$ cat config.mk
export PLATFORM = sky130hd
export DESIGN_NAME = cacheline_adaptor
export DESIGN_NICKNAME = d
export VERILOG_FILES = /design/src/rtl/cacheline_adaptor_pkg.sv /design/src/rtl/cacheline_adaptor.sv
export SDC_FILE = /design/constraint.sdc
export NUM_CORES = 1
export LEC_CHECK = 0
export ABC_AREA = 1
export BUFFER_PORTS_ARGS = -buffer_cell sky130_fd_sc_hd__buf_4
export CAP_MARGIN = 10
export CORE_AREA = 5 5 275 277
export DETAILED_ROUTE_END_ITERATION = 12
export DIE_AREA = 0 0 280 282
export PLACE_DENSITY = 0.45
export SLEW_MARGIN = 20
export SYNTH_ARGS = -nofsm -noshare
export SYNTH_HDL_FRONTEND = slang
export SYNTH_SLANG_ARGS = --single-unit
$ cat constraint.sdc
create_clock -name clk -period 2.2 [get_ports clk]
set_input_delay 0.33 -clock clk [delete_from_list [all_inputs] [get_ports clk]]
set_output_delay 0.33 -clock clk [all_outputs]
set_load 0.005 [all_outputs]
$ cat src/rtl/cacheline_adaptor_pkg.sv
// Shared cache/memory interface constants, line/beat types and the adaptor state encoding.
// Imported by cache_control, the cache datapath and cacheline_adaptor so widths agree everywhere.
package cacheline_adaptor_pkg;

    localparam int LINE_WIDTH  = 256;
    localparam int BURST_WIDTH = 64;
    localparam int ADDR_WIDTH  = 32;
    localparam int BURST_LEN   = LINE_WIDTH / BURST_WIDTH;
    localparam int OFFSET_BITS = $clog2(LINE_WIDTH / 8);
    localparam int CNT_W       = $clog2(BURST_LEN);

    typedef logic [LINE_WIDTH-1:0]  cacheline_t;
    typedef logic [BURST_WIDTH-1:0] burst_t;

    typedef enum logic [1:0] {
        ST_IDLE  = 2'd0,
        ST_READ  = 2'd1,
        ST_WRITE = 2'd2,
        ST_DONE  = 2'd3
    } adaptor_state_e;

endpackage

$ cat src/rtl/cacheline_adaptor.sv
// Converts one cache-line read/write into a BURST_LEN-beat memory burst; latency 1 accept + beats + 1 done.
// Beats advance only on resp_i, so memory stalls simply hold the burst; resp_o is a one-cycle pulse.
module cacheline_adaptor
    import cacheline_adaptor_pkg::*;
(
    input  logic                   clk,
    input  logic                   rst_n,
    input  logic [ADDR_WIDTH-1:0]  address_i,
    input  logic                   read_i,
    input  logic                   write_i,
    input  logic [LINE_WIDTH-1:0]  line_i,
    output logic [LINE_WIDTH-1:0]  line_o,
    output logic                   resp_o,
    output logic [ADDR_WIDTH-1:0]  address_o,
    output logic                   read_o,
    output logic                   write_o,
    output logic [BURST_WIDTH-1:0] burst_o,
    input  logic [BURST_WIDTH-1:0] burst_i,
    input  logic                   resp_i
);

    adaptor_state_e         state_q;
    adaptor_state_e         state_d;
    logic [CNT_W-1:0]       cnt_q;
    cacheline_t             buf_q;
    logic [ADDR_WIDTH-1:0]  addr_q;
    logic [ADDR_WIDTH-1:0]  addr_aligned;
    logic                   last_beat;

    assign addr_aligned = {address_i[ADDR_WIDTH-1:OFFSET_BITS], {OFFSET_BITS{1'b0}}};
    assign last_beat    = resp_i && (cnt_q == CNT_W'(BURST_LEN - 1));

    always_ff @(posedge clk or negedge rst_n) begin
        if (!rst_n) begin
            state_q <= ST_IDLE;
        end else begin
            state_q <= state_d;
        end
    end

    // Write has priority when the cache raises both requests together.
    always_comb begin
        state_d = state_q;
        case (state_q)
            ST_IDLE: begin
                if (write_i) begin
                    state_d = ST_WRITE;
                end else if (read_i) begin
                    state_d = ST_READ;
                end
            end
            ST_READ, ST_WRITE: begin
                if (last_beat) begin
                    state_d = ST_DONE;
                end
            end
            ST_DONE: state_d = ST_IDLE;
            default: state_d = ST_IDLE;
        endcase
    end

    // The counter wraps to zero after the last beat, so DONE always leaves it cleared.
    always_ff @(posedge clk or negedge rst_n) begin
        if (!rst_n) begin
            cnt_q  <= '0;
            buf_q  <= '0;
            addr_q <= '0;
        end else begin
            case (state_q)
                ST_IDLE: begin
                    if (write_i) begin
                        buf_q  <= line_i;
                        addr_q <= addr_aligned;
                        cnt_q  <= '0;
                    end else if (read_i) begin
                        addr_q <= addr_aligned;
                        cnt_q  <= '0;
                    end
                end
                ST_READ: begin
                    if (resp_i) begin
                        buf_q[int'(cnt_q)*BURST_WIDTH +: BURST_WIDTH] <= burst_i;
                        cnt_q <= cnt_q + CNT_W'(1);
                    end
                end
                ST_WRITE: begin
                    if (resp_i) begin
                        cnt_q <= cnt_q + CNT_W'(1);
                    end
                end
                default: ;
            endcase
        end
    end

    assign read_o    = (state_q == ST_READ);
    assign write_o   = (state_q == ST_WRITE);
    assign resp_o    = (state_q == ST_DONE);
    assign address_o = addr_q;
    assign line_o    = buf_q;
    assign burst_o   = buf_q[int'(cnt_q)*BURST_WIDTH +: BURST_WIDTH];

endmodule

======== After elaboration in Yosys (flattened, before gate mapping) ========
Cells that the tools add are included.
storage, ports and cells
  input port bits ......................... 357
  output and inout bits ................... 355
  bits in registers ....................... 292
cells by class
  add/subtract/negate cells ............... 2
  eq/ne operators ......................... 9
  shift-type cells ........................ 3
  muxes and demuxes ....................... 14
  reduce and logical (&&, ||, !) cells .... 10
operators by type and width
  cell                                                                       count
  256-bit two-way mux                                                        2
  256-bit one-hot mux with 2 select lines                                    1
  256-bit bitwise mux                                                        1
  64-bit by 33-bit variable shift with 256-bit output, first input constant  1
  256-bit by 9-bit variable part select with 64-bit output                   1
  64-bit by 33-bit variable part select with 256-bit output                  1
  32-bit two-way mux                                                         2
  8-bit negator with 33-bit output                                           1
  2-bit two-way mux                                                          6
  2-bit equality test, second input constant                                 3
  2-bit by 1-bit != test with 1-bit output, second input constant            3
  2-bit one-hot mux with 3 select lines                                      1
  3-bit AND reduction                                                        2
  2-bit nonzero test                                                         3
  2-bit one-hot mux with 2 select lines                                      1
  2-bit AND reduction                                                        2
  3-bit != test, second input constant                                       1
  2-bit by 1-bit adder with 2-bit output, second input constant              1
  2-bit by 1-bit equality test with 1-bit output, second input constant      1
  2-bit logical NOT                                                          1
  2-bit != test, second input constant                                       1
  2-bit OR reduction                                                         1
  1-bit logical AND                                                          1

======== Logic depth before layout (Yosys ltp) ========
Gate-level depths: netlist of the first run.
  word-level depth ........................ 5
  gate-level depth with buffers ........... 14

======== Worst setup path before layout of the first run ========
No wires, ideal clock.
  path type ............................... reg2reg
  from .................................... register cnt_q[0]
  to ...................................... register buf_q[220] (netlist: line_o[220])
  data arrival time ....................... 2.024 ns
  cell stages (with the launch flop) ...... 13
  path slack .............................. 0.060 ns
  required time ........................... 2.084 ns
  setup time .............................. 0.116 ns
  path through ............................ dfrtp_1 buf_6 inv_2 buf_2 buf_2 ha_1 buf_4 clkbuf_1 nor2_1 nand2_1 nand2_1 nand2_1 nand2_1
between the ends
  word-level cells in the longest chain between the ends .. 5
  elaborated cells between the ends (all ways) .. 6
RTL lines
  element                                                                                                                                  RTL line                 source
  from (decl)                                                                                                                              cacheline_adaptor.sv:24  logic [CNT_W-1:0] cnt_q;
  from (signal assigned)                                                                                                                   cacheline_adaptor.sv:83  cnt_q <= cnt_q + CNT_W'(1);
  from (signal assigned)                                                                                                                   cacheline_adaptor.sv:88  cnt_q <= cnt_q + CNT_W'(1);
  8-bit negator with 33-bit output (*)                                                                                                     cacheline_adaptor.sv:82  buf_q[int'(cnt_q)*BURST_WIDTH +: BURST_WIDTH] <= burst_i;
  64-bit by 33-bit variable part select with 256-bit output / 64-bit by 33-bit variable shift with 256-bit output (equally long branches)  cacheline_adaptor.sv:82
  256-bit bitwise mux (*)                                                                                                                  cacheline_adaptor.sv:82
  256-bit two-way mux (*)                                                                                                                  cacheline_adaptor.sv:81  if (resp_i) begin
  256-bit one-hot mux with 2 select lines (*)                                                                                              cacheline_adaptor.sv:69  case (state_q)
  to (signal assigned)                                                                                                                     cacheline_adaptor.sv:72  buf_q <= line_i;
  to (signal, indexed assignment)                                                                                                          cacheline_adaptor.sv:82
  to (decl)                                                                                                                                cacheline_adaptor.sv:25  cacheline_t buf_q;
Every way passes the cells marked *; elsewhere a longest branch is shown, timed or not. The select of a mux whose other input is x is not followed.
A chain may end at the register's enable or synchronous reset.

======== Worst setup path after layout of the first run ========
  from .................................... register cnt_q[0]
  to ...................................... output port burst_o[17]
between the ends
  word-level cells in the longest chain between the ends .. 1
RTL lines
  element                                                   RTL line                  source
  256-bit by 9-bit variable part select with 64-bit output  cacheline_adaptor.sv:101  assign burst_o = buf_q[int'(cnt_q)*BURST_WIDTH +: BURST_WIDTH];
  to (decl)                                                 cacheline_adaptor.sv:17   output logic [BURST_WIDTH-1:0] burst_o,
No other way between the ends.

==> run metrics, run 1 <==
DIE AREA=between 70000 and 80000 um^2; Final Hold Fails=0; Final Max Tran Viols=0; Peak VDD IR=between 1 and 1.5 mV; commonest non-fill, non-tap cells in the layout=nand2_1, buf_4, dfrtp_1; I/O pin cnt=about 710; leading area contributor after synthesis=dfrtp_1; clk_lat worst skew=between 0.5 and 0.6 ns; Die Width=about 280 um; via/cell ratio=4.87; mean post-synth cell area=between 6 and 7 um^2; CTS clk-pin slew, worst paths=0.06 ns; startpoint class of the critical path=flop; violated checks=negative setup slack; FP Rows=approximately 100; CTS tree=yes; Congestion Overflow GR=0; vias in the first global route=between 20000 and 25000; FMAX=429 MHz; Setup-failing EPs final=62; setup slack after layout=-0.130 ns; Via Count=21700; critical path arrival=about 2.0 ns; layout cell share with drive strength beyond 1=0.290; Critical Path RT=~1.9 ns; Netlist Area Pre-Place=about 18000 um^2; Area contributors post-synth=dfrtp_1, nand2_1, nand3b_1, nor2_1, o21ai_0; met1 Use GR=0.334; Clock Skew=0.0114 ns; HP Class=in2reg; CP Cell Sequence=buf_12 > clkinv_8 > buf_12 > clkbuf_16 > o21ai_0 > o22ai_1 > buf_4; Worst R2R Path Depth=11; commonest non-fill, non-tap cell in the layout=nand2_1; Yosys warning count=0; FILL cells=roughly 7800; power density cells=approximately 1600 nW/um^2; height of the die=around 280 um; relative slew slack=0.620; WL per Instance=between 20 and 30 um; cell mode on critical path=buf_12; RSZ-0062 raised after global routing=true; worst hold margin=between 0.05 and 0.06 ns; initial cell density of the core=0.247; max-capacitance violation count=0; global placer's final weighted congestion=around 0.85; DR iter-0 viols=~1700; core area=72600 um^2; port bufs=between 700 and 800; GRT Max-Usage Layer=met2; status=complete, but fails checks; Setup crit end kind=output port; pin count of the biggest net entering global routing=103; first-pass GRT wire length=about 150000 um; Num CTS Buffers=40; Leak=between 10 and 15 nW; Synth top area share=0.400; sequential fraction of the synthesis area=0.400; Yosys reg bits=between 200 and 300; WL final=approximately 110000 um; Nets=roughly 3800; met3 usage=0.0527; internal reg-to-reg setup slack=about 0.01 ns; Final Critical Period=~2.3 ns; Buf+Inv Stages, Crit Path=5; Yosys cell types=23; Crit path depth=7; Overall Power=0.0449 W; TritonCTS Sinks=between 200 and 300; 1st-pass router iterations=5; clock tree buffer depth=3; CP max stage cell=dfrtp_4; worst slew pin tran=between 0.5 and 0.6 ns; GRT Resource Usage Total=0.261; Mapped Cells=around 2800; delay-heaviest family, CP=buffers and inverters; GRT met2 Usage=0.452; Critical Path Max Stage Delay=about 0.42 ns; part of the cycle the worst path needs=1.06; initial antenna violation count=10; setup slack at placement=about 0.14 ns; HPWL after detailed placement=71000 um; DRC Markers=0; CP max FO=7; H-tree Lvls=2; antenna viol nets, final=0; kind of critical path=reg2out; Layout area overhead=55.6%; root buffer cell=clkbuf_16; Hold Crit Depth=3
==> flip-flops by register name (all words and copies together) (netlist names) <==
register,cells
cnt_q,2
state_q,2
line_o,256
address_o,27
==> path summary, 6_finish.rpt <==
path                                 end           from
min in group asynchronous  address_o[11]          rst_n
setup / recovery             burst_o[17]       cnt_q[0]
hold / removal             address_o[17]  address_i[17]
hold reg to reg               line_o[95]     line_o[95]
setup reg to reg             line_o[190]       cnt_q[0]
max in group asynchronous    line_o[136]          rst_n
==> repair_timing <==
item	CTS	global route
endpoints found under the setup margin	64	184
endpoints found under the hold margin	167	0
setup buffers	20	6
gates cloned	21	15
pin swaps	14	22
hold buffers	27	0
resized for setup	110	127
==> cell families after synthesis <==
logic type / synth area share
AO/OA/AOI/OAI: 0.0851
adder cells (fa/ha/maj): 0.00697
flip-flops: 0.400
buffers and inverters: 0.0697
other: 0.000209
AND/OR/NAND/NOR: 0.438
==> through the flow <==
stage / cell area [um^2] / utilization / cells / setup TNS (ns)
floorplan: 18000 / - / 2765 / 0
global placement: 24600 / 0.339 / 4295 / 0
detailed placement: 24600 / 0.339 / 4295 / 0
CTS: 27200 / 0.375 / 4430 / -7.98
global route: 27900 / 0.385 / 4456 / -10.97
finish: 27900 / 0.385 / 4456 / -5.44
==> routing by layer <==
metal,up-vias,share of wire
met5,-,0.00018
met4,4,0.029
met3,178,0.078
met2,968,0.48
met1,10400,0.41
li1,10100,-
==> final cells by class <==
type	count	area (um^2)	share of cell area
multi-input cells	2224	10000	0.358
repair buffers	868	8090	0.290
clock inverters	5	27.5	0.000986
clock buffers	63	1180	0.0422
repair inverters	1	16.3	0.000583
diodes	6	15.0	0.000538
inverters	43	203	0.00726
flip-flops and latches	287	7190	0.257
well taps	959	1200	0.0430
==> worst min-delay path: stages <==
cell,delay [ns]
buf_4,0.08
nand2_1,0.09
nand2_1,0.08
==> Yosys cell counts (all sizes together) <==
cell,n
nand2,1518
dfrtp,287
o21ai,223
nor2,205
buf,163
nand3b,131
nand3,66
o22ai,64
clkbuf,48
inv,43
ha,10
a21oi,2
conb,1
==> report_power, final <==
part / leakage [nW] / total (W) / switching (W) / internal [W]
combinational: 10.6 / 0.0283 / 0.0164 / 0.0118
clock: 0.589 / 0.00622 / 0.00257 / 0.00365
sequential: 3.64 / 0.0104 / 0.00269 / 0.00770
Power figures use the tool's default switching activity.
==> inputs of run 2 (changes only) <==
--- a/config.mk
+++ b/config.mk
@@ -8,10 +8,10 @@
 export ABC_AREA = 1
 export BUFFER_PORTS_ARGS = -buffer_cell sky130_fd_sc_hd__buf_4
 export CAP_MARGIN = 10
-export CORE_AREA = 5 5 275 277
+export CORE_AREA = 5 5 274 276
 export DETAILED_ROUTE_END_ITERATION = 12
-export DIE_AREA = 0 0 280 282
-export PLACE_DENSITY = 0.45
+export DIE_AREA = 0 0 279 281
+export PLACE_DENSITY = 0.44
 export SLEW_MARGIN = 20
 export SYNTH_ARGS = -nofsm -noshare
 export SYNTH_HDL_FRONTEND = slang
==> constraint.sdc (replaced) <==
create_clock -name clk -period 2.85 [get_ports clk]
set_input_delay 0.4275 -clock clk [delete_from_list [all_inputs] [get_ports clk]]
set_output_delay 0.4275 -clock clk [all_outputs]
set_load 0.005 [all_outputs]
==> run 2 against run 1 <==
  * The run now ends clean
  * Worst setup slack gained 0.25 ns
  * Register-to-register slack better by 0.51 ns
  * Power fell by 31%
  * Clock-buffer cell count decreased by 2
  * Critical path depth down 2
  * Die area down 0.71%
  * Design area decreased by 8.4%
  * Cell count fell by 2.0%
  * Via count down 4.1%
  * Hold slack better by 0.0099 ns
  * Routed wire length fell by 10%
  * Highest routed layer unchanged
==> run metrics, run 2 (synthesized netlist as in run 1, its figures left out) <==
max-capacitance violation count=0 (unchanged); critical path arrival=2.30 ns (was 2.00 ns); DIE AREA=78400 um^2 (was 79000 um^2); reg-to-reg startpoint=cnt_q[1] (was cnt_q[0]); Die Width=279 um (was 280 um); clock tree buffer depth=3 (unchanged); Setup-failing EPs final=0 (was 62); Final Hold Fails=0 (unchanged); commonest non-fill, non-tap cells in the layout=nand2_1, buf_4, dfrtp_1 (unchanged); Final Max Tran Viols=0 (unchanged); Nets=3735 (was 3832); FP Rows=99 (unchanged); Setup crit end kind=output port (unchanged); GRT Resource Usage Total=0.246 (was 0.261); CTS tree=yes (unchanged); Peak VDD IR=0.704 mV (was 1.02 mV); DR iter-0 viols=1618 (was 1728); worst setup path start=cnt_q[0] (unchanged); Clock power frac=0.167 (was 0.139); setup_tns=0 ns (was -5.44 ns); Via Count=20800 (was 21700); Congestion Overflow GR=0 (unchanged); antenna viol nets, final=0 (unchanged); relative slew slack=0.589 (was 0.620); Sw Ratio=0.488 (was 0.484); internal reg-to-reg setup slack=0.52 ns (was 0.01 ns); Final Critical Period=around 2.7 ns; WL final=102000 um (was 114000 um); Leak=13.8 nW (was 14.8 nW); first-pass GRT wire length=145000 um (was 153000 um); number of flip-flops in the largest register=256 (unchanged); hold_sp=address_i[24] (was address_i[17]); startpoint class of the critical path=flop (unchanged); worst hold margin=0.0693 ns (was 0.0594 ns); FILL cells=8090 (was 7797); I/O pin cnt=712 (unchanged); layout cell share with drive strength beyond 1=0.253 (was 0.290); HP Class=in2reg (unchanged); CP max FO=38 (was 7); RSZ-0062 raised after global routing=false (was true); via/cell ratio=4.77 (was 4.87); part of the cycle the worst path needs=0.956; Critical Path Max Stage Delay=0.47 ns (was 0.42 ns); CTS clk-pin slew, worst paths=0.05 ns (was 0.06 ns); kind of critical path=reg2out (unchanged); worst r2r dst=line_o[137] (was line_o[190]); height of the die=281 um (was 282 um); worst slew pin tran=0.616 ns (was 0.570 ns); global placer's final weighted congestion=0.841 (was 0.854); initial cell density of the core=0.248 (was 0.247); commonest non-fill, non-tap cell in the layout=nand2_1 (unchanged); Num CTS Buffers=40 (unchanged); CP max stage cell=dfrtp_4 (unchanged); TritonCTS Sinks=287 (unchanged); register area=7190 um^2 (unchanged); initial antenna violation count=15 (was 10); Critical Path Sink=burst_o[39] (was burst_o[17]); FMAX=between 300 and 400 MHz; Psw=0.0151 W (was 0.0217 W); 1st-pass router iterations=5 (unchanged); CP Cell Sequence=buf_4 > buf_6 > o21ai_0 > o22ai_1 > buf_4 (was buf_12 > clkinv_8 > buf_12 > clkbuf_16 > o21ai_0 > o22ai_1 > buf_4); H-tree Lvls=2 (unchanged); Multi-input gate area=9580 um^2 (was 10000 um^2); DRC Markers=0 (unchanged); Worst R2R Path Depth=8 (was 11); status=finished clean (was complete, but fails checks); HPWL after detailed placement=70100 um (was 71000 um); Critical Path RT=2.42 ns (was 1.87 ns); P_int=0.0159 W (was 0.0232 W); pin count of the biggest net entering global routing=114 (was 103); Flop pwr share=0.251 (was 0.232); clk_lat worst skew=0.55 ns (about the same); combinational power share=0.582 (was 0.630); Clock Skew=0.00907 ns (was 0.0114 ns); port bufs=701 (unchanged); core area=72300 um^2 (was 72600 um^2); root buffer cell=clkbuf_16 (unchanged); Layout area overhead=42.6% (was 55.6%); cell mode on critical path=buf_4 (was buf_12); power density cells=1210 nW/um^2 (was 1610 nW/um^2); vias in the first global route=20600 (was 20900); WL per Instance=23.4 um (was 25.5 um)
run 2: changes by cell type in the layout (fill, tap and decap cells not counted), moves of 9 or more:
cell and delta:
buf_12 -32, buf_16 -24, buf_4 +15, buf_6 -13
clkbuf_16 -9, dlygate4sd3_1 -26, nor2_1 +30, nor2_2 -22
o21ai_0 +62, o21ai_1 -24, o21ai_2 -33, o22ai_1 +18
o22ai_2 -18
run 2: layout make-up:
cell class                      instances  share of cell area
Antenna cell                           14             0.00137
Clock buffer                           61              0.0470
Clock inverter                          9             0.00401
Inverter                               43             0.00670
Multi-Input combinational cell       2224               0.375
Sequential cell                       287               0.281
Tap cell                              959              0.0469
Timing Repair Buffer                  772               0.238
run 2: metal layers:
layer / up-vias / routed length (um) / track usage
met5: - / 27 / 0
met4: 4 / 2900 / 0.0777
met3: 134 / 7610 / 0.0555
li1: 9896 / - / -
met1: 9993 / 42500 / 0.312
met2: 793 / 49100 / 0.418
run 2: power by group through the flow:
stage | registers, W | logic (W) | clock network (W)
after global routing | 0.00798 | 0.0197 | 0.00545
final | 0.00778 | 0.0180 | 0.00517
after CTS | 0.00778 | 0.0181 | 0.00530
after floorplan | 0.00729 | 0.00891 | 0
after detailed placement | 0.00780 | 0.0180 | 0
after global placement | 0.00782 | 0.0180 | 0
run 2: timing repair:
action,in CTS,in global routing
cloned,0,1
setup endpoints to repair,1,3
hold buffers,1,0
setup buffers,0,0
pin swaps,0,0
resized for setup,1,2
endpoints found under the hold margin,47,0
run 2: how the worst min path moves through the flow:
| stage | end | cells after the start |
|---|---|---|
| after global routing | address_o[10] | 3 |
| after CTS | address_o[10] | 3 |
| after global placement | line_o[226] | 1 |
| after detailed placement | line_o[226] | 1 |
| final | address_o[24] | 3 |
| after floorplan | address_o[10] | 0 |
run 2: critical path, delay by kind of cell, from the launching register on:
kind / cells / cell delay [ns]
flip-flops: 1 / 0.47
buffers and inverters: 3 / 0.77
AO/OA/AOI/OAI: 2 / 0.47
run 2: metrics by stage:
| step | setup slack, ns | cell area [um^2] | std cells | utilization | total power (W) |
|---|---|---|---|---|---|
| 3_5_place_dp | 0.530 | 24200 | 4283 | 0.334 | 0.0258 |
| 3_3_place_gp | 0.556 | 24200 | 4283 | 0.334 | 0.0258 |
| 6_report | 0.124 | 25600 | 4369 | 0.354 | 0.0310 |
| 5_1_grt | 0.00489 | 25600 | 4368 | 0.354 | 0.0331 |
| 2_1_floorplan | 0.710 | 18000 | 2765 | - | 0.0162 |
| 4_1_cts | 0.0599 | 25500 | 4354 | 0.353 | 0.0312 |
